File: config.mk
export PLATFORM = sky130hd
export DESIGN_NAME = code_entry
export DESIGN_NICKNAME = d
export VERILOG_FILES = /design/src/rtl/code_entry.sv
export SDC_FILE = /design/constraint.sdc
export NUM_CORES = 1
export LEC_CHECK = 0
export BUFFER_PORTS_ARGS = -buffer_cell sky130_fd_sc_hd__buf_2
export CAP_MARGIN = 20
export CELL_PAD_IN_SITES_DETAIL_PLACEMENT = 0
export CELL_PAD_IN_SITES_GLOBAL_PLACEMENT = 1
export CORE_ASPECT_RATIO = 1.2
export CORE_MARGIN = 5
export CORE_UTILIZATION = 30
export DETAILED_ROUTE_END_ITERATION = 6
export GPL_ROUTABILITY_DRIVEN = 0
export PLACE_DENSITY = 0.62
export SKIP_LAST_GASP = 1
export SYNTH_ARGS = -nofsm -noshare
export SYNTH_HDL_FRONTEND = slang
export SYNTH_SLANG_ARGS = --single-unit
File: constraint.sdc
create_clock -name clk -period 2.8 [get_ports clk]
set_input_delay 0.14 -clock clk [delete_from_list [all_inputs] [get_ports clk]]
set_output_delay 0.14 -clock clk [all_outputs]
set_load 0.01 [all_outputs]
File: src/rtl/code_entry.sv
// code_entry: synchronises/debounces lock buttons and sequences digit entry into
// store/input/compare/reset pulses for the code checker.
module code_entry #(
  parameter int DEBOUNCE_CYCLES = 500000,
  parameter int PW_LEN = 4,
  parameter int DIGIT_W = 2
) (
  input  logic               clk,
  input  logic               system_reset,
  input  logic               store_btn_n,
  input  logic               input_btn_n,
  input  logic               submit_btn_n,
  input  logic [DIGIT_W-1:0] digit_sw,
  output logic               store_value,
  output logic               input_value,
  output logic [DIGIT_W-1:0] bits,
  output logic               compare,
  output logic               input_reset,
  output logic               entry_error,
  output logic               pw_set,
  output logic [2:0]         digit_count
);
  localparam int CW = $clog2(DEBOUNCE_CYCLES + 1);
  localparam logic [CW-1:0] DLIM = CW'(DEBOUNCE_CYCLES - 1);
  localparam logic [2:0] PW = 3'(PW_LEN);
  localparam logic [1:0] IDLE = 2'd0, STORE = 2'd1, INPUT = 2'd2;
  // button index: 0 store, 1 input, 2 submit
  logic [2:0] btn_s1_q, btn_s1_d, btn_s2_q, btn_s2_d, db_q, db_d, press_q, press_d;
  logic [CW-1:0] dcnt_q [3];
  logic [CW-1:0] dcnt_d [3];
  logic [DIGIT_W-1:0] sw_s1_q, sw_s1_d, sw_s2_q, sw_s2_d, bits_q, bits_d;
  logic [1:0] state_q, state_d;
  logic [2:0] cnt_q, cnt_d;
  logic pw_set_q, pw_set_d, sv_q, sv_d, iv_q, iv_d, cmp_q, cmp_d, ir_q, ir_d, err_q, err_d;
  logic st_ev, in_ev, sub_ev;
  always_comb begin
    btn_s1_d = {submit_btn_n, input_btn_n, store_btn_n};
    btn_s2_d = btn_s1_q;
    sw_s1_d = digit_sw;
    sw_s2_d = sw_s1_q;
    db_d = db_q;
    press_d = '0;
    for (int i = 0; i < 3; i++) begin
      dcnt_d[i] = '0;
      if (btn_s2_q[i] != db_q[i]) begin
        if (dcnt_q[i] == DLIM) begin
          db_d[i] = btn_s2_q[i];
          press_d[i] = ~btn_s2_q[i];
        end else dcnt_d[i] = dcnt_q[i] + 1'b1;
      end
    end
  end
  assign sub_ev = press_q[2];
  assign st_ev = press_q[0] & ~press_q[2];
  assign in_ev = press_q[1] & ~press_q[2] & ~press_q[0];
  always_comb begin
    state_d = state_q;
    cnt_d = cnt_q;
    pw_set_d = pw_set_q;
    sv_d = 1'b0;
    iv_d = 1'b0;
    cmp_d = 1'b0;
    err_d = 1'b0;
    ir_d = cmp_q;  // attempt register clears the cycle after compare
    case (state_q)
      IDLE: begin
        if (sub_ev) begin
          err_d = 1'b1;
          ir_d = 1'b1;
        end else if (st_ev) begin
          sv_d = 1'b1;
          pw_set_d = pw_set_q | (PW == 3'd1);
          cnt_d = (PW == 3'd1) ? 3'd0 : 3'd1;
          state_d = (PW == 3'd1) ? IDLE : STORE;
        end else if (in_ev) begin
          iv_d = 1'b1;
          cnt_d = 3'd1;
          state_d = INPUT;
        end
      end
      STORE: begin
        if (st_ev) begin
          sv_d = 1'b1;
          pw_set_d = pw_set_q | (cnt_q + 3'd1 == PW);
          cnt_d = (cnt_q + 3'd1 == PW) ? 3'd0 : cnt_q + 3'd1;
          state_d = (cnt_q + 3'd1 == PW) ? IDLE : STORE;
        end
      end
      INPUT: begin
        if (sub_ev) begin
          cmp_d = (cnt_q == PW);
          err_d = (cnt_q != PW);
          ir_d = (cnt_q != PW);
          cnt_d = 3'd0;
          state_d = IDLE;
        end else if (in_ev && cnt_q < PW) begin
          iv_d = 1'b1;
          cnt_d = cnt_q + 3'd1;
        end
      end
      default: state_d = IDLE;
    endcase
    bits_d = (sv_d | iv_d) ? sw_s2_q : bits_q;
  end
  always_ff @(posedge clk) begin
    if (system_reset) begin
      btn_s1_q <= '1;
      btn_s2_q <= '1;
      sw_s1_q <= '1;
      sw_s2_q <= '1;
      db_q <= '1;
      press_q <= '0;
      for (int i = 0; i < 3; i++) dcnt_q[i] <= '0;
      state_q <= IDLE;
      cnt_q <= '0;
      pw_set_q <= 1'b0;
      sv_q <= 1'b0;
      iv_q <= 1'b0;
      cmp_q <= 1'b0;
      ir_q <= 1'b0;
      err_q <= 1'b0;
      bits_q <= '0;
    end else begin
      btn_s1_q <= btn_s1_d;
      btn_s2_q <= btn_s2_d;
      sw_s1_q <= sw_s1_d;
      sw_s2_q <= sw_s2_d;
      db_q <= db_d;
      press_q <= press_d;
      for (int i = 0; i < 3; i++) dcnt_q[i] <= dcnt_d[i];
      state_q <= state_d;
      cnt_q <= cnt_d;
      pw_set_q <= pw_set_d;
      sv_q <= sv_d;
      iv_q <= iv_d;
      cmp_q <= cmp_d;
      ir_q <= ir_d;
      err_q <= err_d;
      bits_q <= bits_d;
    end
  end
  assign store_value = sv_q;
  assign input_value = iv_q;
  assign compare = cmp_q;
  assign input_reset = ir_q;
  assign entry_error = err_q;
  assign bits = bits_q;
  assign pw_set = pw_set_q;
  assign digit_count = cnt_q;
endmodule
==> impl_results.md, run 1 <==
- Vias/cell: 4.83
- CP endpoint kind: flop
- Die area: 0.0154 mm2
- Power consumption: 2650 uW
- Flops & latches, synth: 86
- Avg WL per Cell: 11.9 um
- Final hold vios: 0
- H-Tree Depth: 3
- Crit Path Max Fanout: 17
- Crit start category: flop
- Sink of the worst hold path: input_value
- Chip width: about 110 um
- Syn Nets: 455
- Min-delay src: system_reset
- Slowest stage delay, CP: 680 ps
- Yosys Warn Count: 0
- Most used flip-flop cell after synthesis: dfxtp_1
- CTS sink count: 86
- Max_slew headroom: 0.528
- Clock root buffer: clkbuf_16
- Global-route wire length before repair: between 10000 and 15000 um
- Fillers: roughly 1400
- First-pass DRT Iterations: 4
- Die Ht: 135 um
- Worst r2r src: dcnt_q[0][0]
- Cell at the slowest stage of the critical path: o31ai_4
- Port buffer count: 17
- Setup TNS: 0 ps
- DR iter-0 viols: between 150 and 200
- Avg Cell Area, Syn: 8.89 um2
- Pin count of the biggest net entering global routing: 33
- Top-Level Pins: 18
- HPWL after DPL: 5270 um
- Row count: 45
- N_diodes: 0
- Total CTS buffers: 9
- P&R area growth vs syn: 14.9%
- Max Slew Vio Count: 0
- Tot GR Track Use: 0.105
- # DRC: 0
- Critical path type: flop to flop
- Max IR drop VDD: around 250 uV
- CTS tree: done
- Initial antenna violation count: 0
- NumNets Final: roughly 480
- Worst R2R Setup Slack: around 660 ps
- Number of synthesized flops with an enable pin: 0
- Actual slew at the worst max-slew pin: 708 ps
- Skew final: between 4 and 5 ps
- Ordered list of cells on the worst path: ha_1, and4_1, nand4_4, o31ai_4, nor2_1
- Grt ovf: 0
- Hold depth: 2
- Detailed-route via count: 3031
- Netlist Area Pre-Place: 0.00389 mm2
- Max-cap viol count: 0
- Number of unique standard cell types used by synthesis: 50
- RSZ-0062 raised after global routing: no
- HP Class: input pin to flop
- PwrDens: 592 mW/mm2
- Tmin final: 2140 ps
- Worst-path clk slew: 60 ps
- FFs w/ async S/R, synth: 0
- R2R cell count: 5
- Share of layout cells above drive strength 1: 0.123
- # setup viols final: 0
- Critical Path RT: around 3000 ps
- Initial Util: 0.307
- Max Clock Freq: 468 MHz
- Clock Latency Late Sink: 330 ps
- Vias in the first global route: approximately 2900
- Fin crit share: 0.764
- Total wire length: 7480 um
- Post-CTS Repair Setup Buffers: 0
- Longest Clk Path Bufs: 2
- DRT antenna net count: 0
- FF-to-FF End: dcnt_q[0][3]
- Status: finished, final reports clean
- Crit path arrival time: 2330 ps
- Total leakage power: 0.00144 uW
- Total core area: about 0.013 mm2
- Syn Inst Count: ~440
- Post-synthesis sequential area ratio: 0.442
## cells by family (layout without fill, tap and decap cells)
family / Yosys count / in the layout / share of synthesized area
AOI/OAI and AO/OA: 48 / 48 / 0.0816
xor gates and xnor gates: 44 / 44 / 0.0990
buffers and inverters: 34 / 59 / 0.0386
muxes: 4 / 4 / 0.0103
and+or+nand+nor: 212 / 212 / 0.296
adders and majority gates: 10 / 10 / 0.0321
DFF: 86 / 86 / 0.442
## layout by cell type (no fill, tap or decap), types with 3 or more instances in the layout
cell | synthesis | routed
a21oi_1 | 16 | 16
mux2i_1 | 4 | 4
inv_1 | 20 | 20
xor2_1 | 15 | 15
nor2b_1 | 5 | 5
buf_2 | 3 | 17
or3_1 | 9 | 9
nor3b_1 | 3 | 3
nand2b_1 | 3 | 3
xnor2_1 | 29 | 29
ha_1 | 10 | 10
nor4b_1 | 7 | 7
or2_2 | 13 | 13
dfxtp_1 | 86 | 86
nand4_1 | 15 | 15
and3_1 | 6 | 6
nand4_2 | 3 | 3
o21ai_0 | 15 | 15
and4_1 | 3 | 3
nor3_1 | 13 | 13
dlygate4sd3_1 | 0 | 5
nand2_1 | 20 | 20
o31ai_1 | 3 | 3
nor4_1 | 11 | 11
nand3_1 | 22 | 22
clkbuf_16 | 0 | 9
nor2_1 | 68 | 68
## metrics by stage
stage | hold WS [ps] | setup WS (ps) | cell area [um2] | utilization | instances
floorplan | 244 | 1020 | 3890 | - | 438
CTS | 257 | 638 | 4470 | 0.353 | 627
detailed placement | 326 | 652 | 4120 | 0.325 | 606
finish | 261 | 661 | 4470 | 0.353 | 627
global placement | 327 | 748 | 4120 | 0.325 | 606
global route | 277 | 465 | 4470 | 0.353 | 627
## final cells by class
| type | count | area (um2) | area share |
|---|---|---|---|
| tap | 164 | 205 | 0.0459 |
| sequential | 86 | 1720 | 0.385 |
| clock buffer | 11 | 253 | 0.0565 |
| inverter | 20 | 75.1 | 0.0168 |
| multi-input combinational | 318 | 2020 | 0.452 |
| timing repair buffer | 23 | 143 | 0.0319 |
| clock inverter | 5 | 56.3 | 0.0126 |
## what timing repair did
item / 4_1_cts / 5_1_grt
hold buffers: 5 / 0
endpoints found under the hold margin: 5 / 0
gates resized for setup: 0 / 0
## critical path, delay by kind of cell (launching register included)
family | cells | cell delay, ps
AO/OA/AOI/OAI | 1 | 680
adder cells (fa/ha/maj) | 1 | 220
flip-flops | 1 | 390
AND/OR/NAND/NOR | 3 | 700
## where the power goes
group | switching, uW | internal [uW] | total [uW]
registers | 11.5 | 1240 | 1250
logic | 105 | 70.9 | 176
clock network | 481 | 740 | 1220
## worst max path at each step
stage	to	cells past startpoint	from	slack, ps
CTS	dcnt_q[0][3]	5	dcnt_q[0][0]	640
floorplan	dcnt_q[0][10]	7	dcnt_q[0][0]	1020
finish	dcnt_q[0][3]	5	dcnt_q[0][0]	660
global route	dcnt_q[0][9]	5	dcnt_q[0][0]	470
detailed placement	dcnt_q[0][3]	5	dcnt_q[0][0]	650
global placement	dcnt_q[0][9]	5	dcnt_q[0][0]	750
## metal layers
layer	up-vias	wire [um]	part of all wire	track usage
met5	-	0	0	0
met3	9	253	0.034	0.0300
met2	30	3520	0.47	0.172
met1	1434	3540	0.47	0.125
met4	0	169	0.023	0.0495
li1	1558	-	-	-
## cell usage after synthesis (2+ instances only)
library cell   n  area [um2]
o31ai_1        3        22.5
nand3_1       22         110
buf_4          3        22.5
and4_1         3        26.3
xnor2_1       29         254
mux2i_1        4        40.0
a211oi_1       2        15.0
o31ai_4        2        42.5
dfxtp_1       86        1720
nor2_1        68         255
o21ai_0       15        75.1
ha_1          10         125
or3_1          9        56.3
and2_1         2        12.5
nor4_1        11        68.8
nand2_1       20        75.1
a21oi_1       16        80.1
nor3b_1        3        22.5
nor4b_1        7        61.3
clkbuf_1       6        22.5
nand4_2        3        37.5
xor2_1        15         131
or2_2         13        81.3
nand2b_1       3        18.8
or2_1          2        12.5
nor3_1        13        65.1
buf_2          3        15.0
nand4_1       15        93.8
and3_1         6        37.5
nor2b_1        5        31.3
inv_1         20        75.1
## flip-flops by register name, indices dropped and copies added (netlist names)
signal	flops
input_value	1
digit_count	3
db_q	3
dcnt_q	57
compare	1
sw_s2_q	2
entry_error	1
press_q	3
btn_s1_q	3
input_reset	1
pw_set	1
state_q	2
store_value	1
sw_s1_q	2
bits	2
btn_s2_q	3
No activity file was read; power rests on OpenSTA's default activity.
==> inputs of run 2 (changes only) <==
--- a/config.mk
+++ b/config.mk
@@ -5,6 +5,7 @@
 export SDC_FILE = /design/constraint.sdc
 export NUM_CORES = 1
 export LEC_CHECK = 0
+export ABC_AREA = 1
 export BUFFER_PORTS_ARGS = -buffer_cell sky130_fd_sc_hd__buf_2
 export CAP_MARGIN = 20
 export CELL_PAD_IN_SITES_DETAIL_PLACEMENT = 0
@@ -14,7 +15,7 @@
 export CORE_UTILIZATION = 30
 export DETAILED_ROUTE_END_ITERATION = 6
 export GPL_ROUTABILITY_DRIVEN = 0
-export PLACE_DENSITY = 0.62
+export PLACE_DENSITY = 0.66
 export SKIP_LAST_GASP = 1
 export SYNTH_ARGS = -nofsm -noshare
 export SYNTH_HDL_FRONTEND = slang
==> constraint.sdc (replaced) <==
create_clock -name clk -period 1.9 [get_ports clk]
set_input_delay 0.095 -clock clk [delete_from_list [all_inputs] [get_ports clk]]
set_output_delay 0.095 -clock clk [all_outputs]
set_load 0.01 [all_outputs]
==> impl_results.md, run 2 <==
- Syn Inst Count: 616
- Fraction of synthesized cell area in xor and xnor cells: 0.0472
- Chip width: about 120 um
- Most used flip-flop cell after synthesis: dfxtp_1
- Commonest non-fill, non-tap cell in the layout: nand2_1
- Setup ws final: 245 ps
- Port buffer count: 17
- Syn Nets: 633
- Final instance area: 0.00492 mm2
- Fillers: 1490
- Cell at the slowest stage of the critical path: dfxtp_1
- # DRC: 0
- Tmin final: 1660 ps
- P&R area growth vs syn: 15.1%
- PwrDens: 903 mW/mm2
- CTS sink count: between 80 and 90
- Flops & latches, synth: 86
- Max IR drop VDD: 459 uV
- Status: finished, final reports clean
- Row count: 47
- Seq pwr share: 0.430
- Worst-path clk slew: 60 ps
- Ordered list of cells on the worst path: ha_1, inv_1, nor2_4, nand3_1, nand2_2, inv_1, nand2_1, inv_1
- Die area: 0.0167 mm2
- Pin count of the biggest net entering global routing: 21
- Crit Path Max Fanout: 18
- Clock root buffer: clkbuf_16
- Commonest cells in the synthesized netlist: nand2_1, nor2_1, dfxtp_1
- Total CTS buffers: 9
- H-Tree Depth: 3
- Number of unique standard cell types used by synthesis: 30
- Die Ht: 141 um
- Critical path type: flop to flop
- DR iter-0 viols: 169
- Clk network pwr share: 0.434
- Crit path arrival time: 1900 ps
- Post-synth top area cell: dfxtp_1
- Critical Path Most Common Cell: inv_1
- Detailed-route via count: between 3000 and 4000
- Initial Util: 0.308
- Tot GR Track Use: 0.113
- Max-cap viol count: 0
- Total wire length: 8930 um
- Place WS: around 220 ps
- First-pass DRT Iterations: 4
- Post-Synth Adder-Cell Area: 0.0293
- Sw Ratio: 0.257
- Grt ovf: 0
- Mux cell area share after synthesis: 0
- Clock Latency Late Sink: 340 ps
- Setup TNS: 0 ps
- Skew final: 6.39 ps
- Number of flip-flops in the largest register: 57
- Largest family of logic cells by synthesized area: simple AND/OR/NAND/NOR gates
- Comb pwr share: 0.136
- Avg WL per Cell: roughly 11 um
- Int Power: 3300 uW
- Switch Pwr: 1140 uW
- Max Slew Vio Count: 0
- Longest Clk Path Bufs: 2
- FFs w/ async S/R, synth: 0
- Final hold vios: 0
- # setup viols final: 0
- CTS tree: done
- N_diodes: 0
- Slowest stage delay, CP: 400 ps
- Top-count cell post-synth: nand2_1
- Critical Path RT: 2150 ps
- Number of synthesized flops with an enable pin: 0
- Largest cells by area after synthesis: dfxtp_1, nand2_1, nor2_1, inv_1, nand3_1
- Post-synthesis sequential area ratio: 0.403
- Yosys Warn Count: 0
- Post-synth top area share: 0.403
- Post-CTS sizing: 0
- Actual slew at the worst max-slew pin: 351 ps
- Top-Level Pins: 18
- Register bank with the most flops: dcnt_q
- Initial antenna violation count: 0
- HP Class: input pin to flop
- Area after DPL: 0.00454 mm2
- Total leakage power: ~0.0018 uW
- Vias in the first global route: 3426
- Max_slew headroom: 0.765
- DRT antenna net count: 0
- RSZ-0062 raised after global routing: no
- NumNets Final: 663
- Total core area: around 0.014 mm2
- Compound-Gate Fraction of Synth Area: 0.0457
- Most frequent cells in the layout: nand2_1, nor2_1, dfxtp_1
- HPWL after DPL: ~6800 um
- CP endpoint kind: flop
- Global-route wire length before repair: 15500 um
- Share of layout cells above drive strength 1: 0.132
- Max Clock Freq: 604 MHz
- Netlist Area Pre-Place: between 0.004 and 0.005 mm2
- Vias/cell: 4.42
- Avg Cell Area, Syn: 6.93 um2
- Fin crit share: 0.871
- Simple-gate share of the synthesized area: 0.400
- Crit start category: flop
==> run 2: changes by cell type after synthesis, moves of 7 or more <==
cell | previous run | this run
nand3_1 | 22 | 33
nor4b_1 | 7 | 0
inv_1 | 20 | 68
or3_1 | 9 | 0
nor2_1 | 68 | 118
nor4_1 | 11 | 0
nand2_1 | 20 | 160
nor2_2 | 0 | 12
xnor2_1 | 29 | 8
==> run 2: logic make-up (layout without fill, tap and decap cells) <==
logic type / after synthesis / in the layout
simple gates: 381 / 381
flops: 86 / 86
buf+inv: 79 / 113
compound gates: 37 / 37
xor+xnor: 23 / 23
fa+ha+maj: 10 / 10
==> run 2: layer usage <==
metal / wire length, um / track usage / vias up
met1: 4480 / 0.141 / 1599
met3: 221 / 0.0248 / 17
met5: 0 / 0 / -
li1: - / - / 1982
met4: 214 / 0.0580 / 0
met2: 4010 / 0.183 / 27
==> run 2: power groups by stage <==
stage | Clock [uW] | Sequential [uW] | Combinational, uW
2_1_floorplan | 0 | 1950 | 448
3_3_place_gp | 0 | 1950 | 605
3_5_place_dp | 0 | 1950 | 605
4_1_cts | 1980 | 1910 | 616
6_report | 1930 | 1910 | 603
5_1_grt | 2060 | 1920 | 711
==> run 2: final cells by class <==
cell class / count / area, um2 / share of cell area
Clock buffer: 11 / 253 / 0.0514
Clock inverter: 4 / 70.1 / 0.0143
Inverter: 74 / 278 / 0.0565
Multi-Input combinational cell: 451 / 2230 / 0.454
Sequential cell: 86 / 1720 / 0.350
Tap cell: 171 / 214 / 0.0435
Timing Repair Buffer: 24 / 150 / 0.0305
==> run 2: through the flow <==
step	hold slack [ps]	std cells	utilization	total power [uW]
floorplan	199	616	-	2400
global placement	288	801	0.327	2550
detailed placement	286	801	0.327	2560
CTS	151	821	0.354	4510
global route	177	821	0.354	4690
finish	155	821	0.354	4440
==> run 2: timing repair <==
action | in CTS | in global routing
setup buffers | 0 | 0
hold buffers | 5 | 0
endpoints found under the hold margin | 5 | 0
==> run 2: worst paths after layout <==
path	startpoint	to	slack [ps]	cells after the start
worst max-delay path	dcnt_q[0][38]	dcnt_q[0][54]	240	8
worst min-delay path	system_reset	press_q[2]	160	4
worst max register to register	dcnt_q[0][38]	dcnt_q[0][54]	240	8
worst min register to register	btn_s1_q[1]	btn_s2_q[1]	420	1
==> run 2: critical path: cells and delay by family, from the launching register on <==
kind,cells,cell delay (ps)
fa+ha+maj,1,250
buf+inv,3,250
flops,1,400
simple gates,4,660
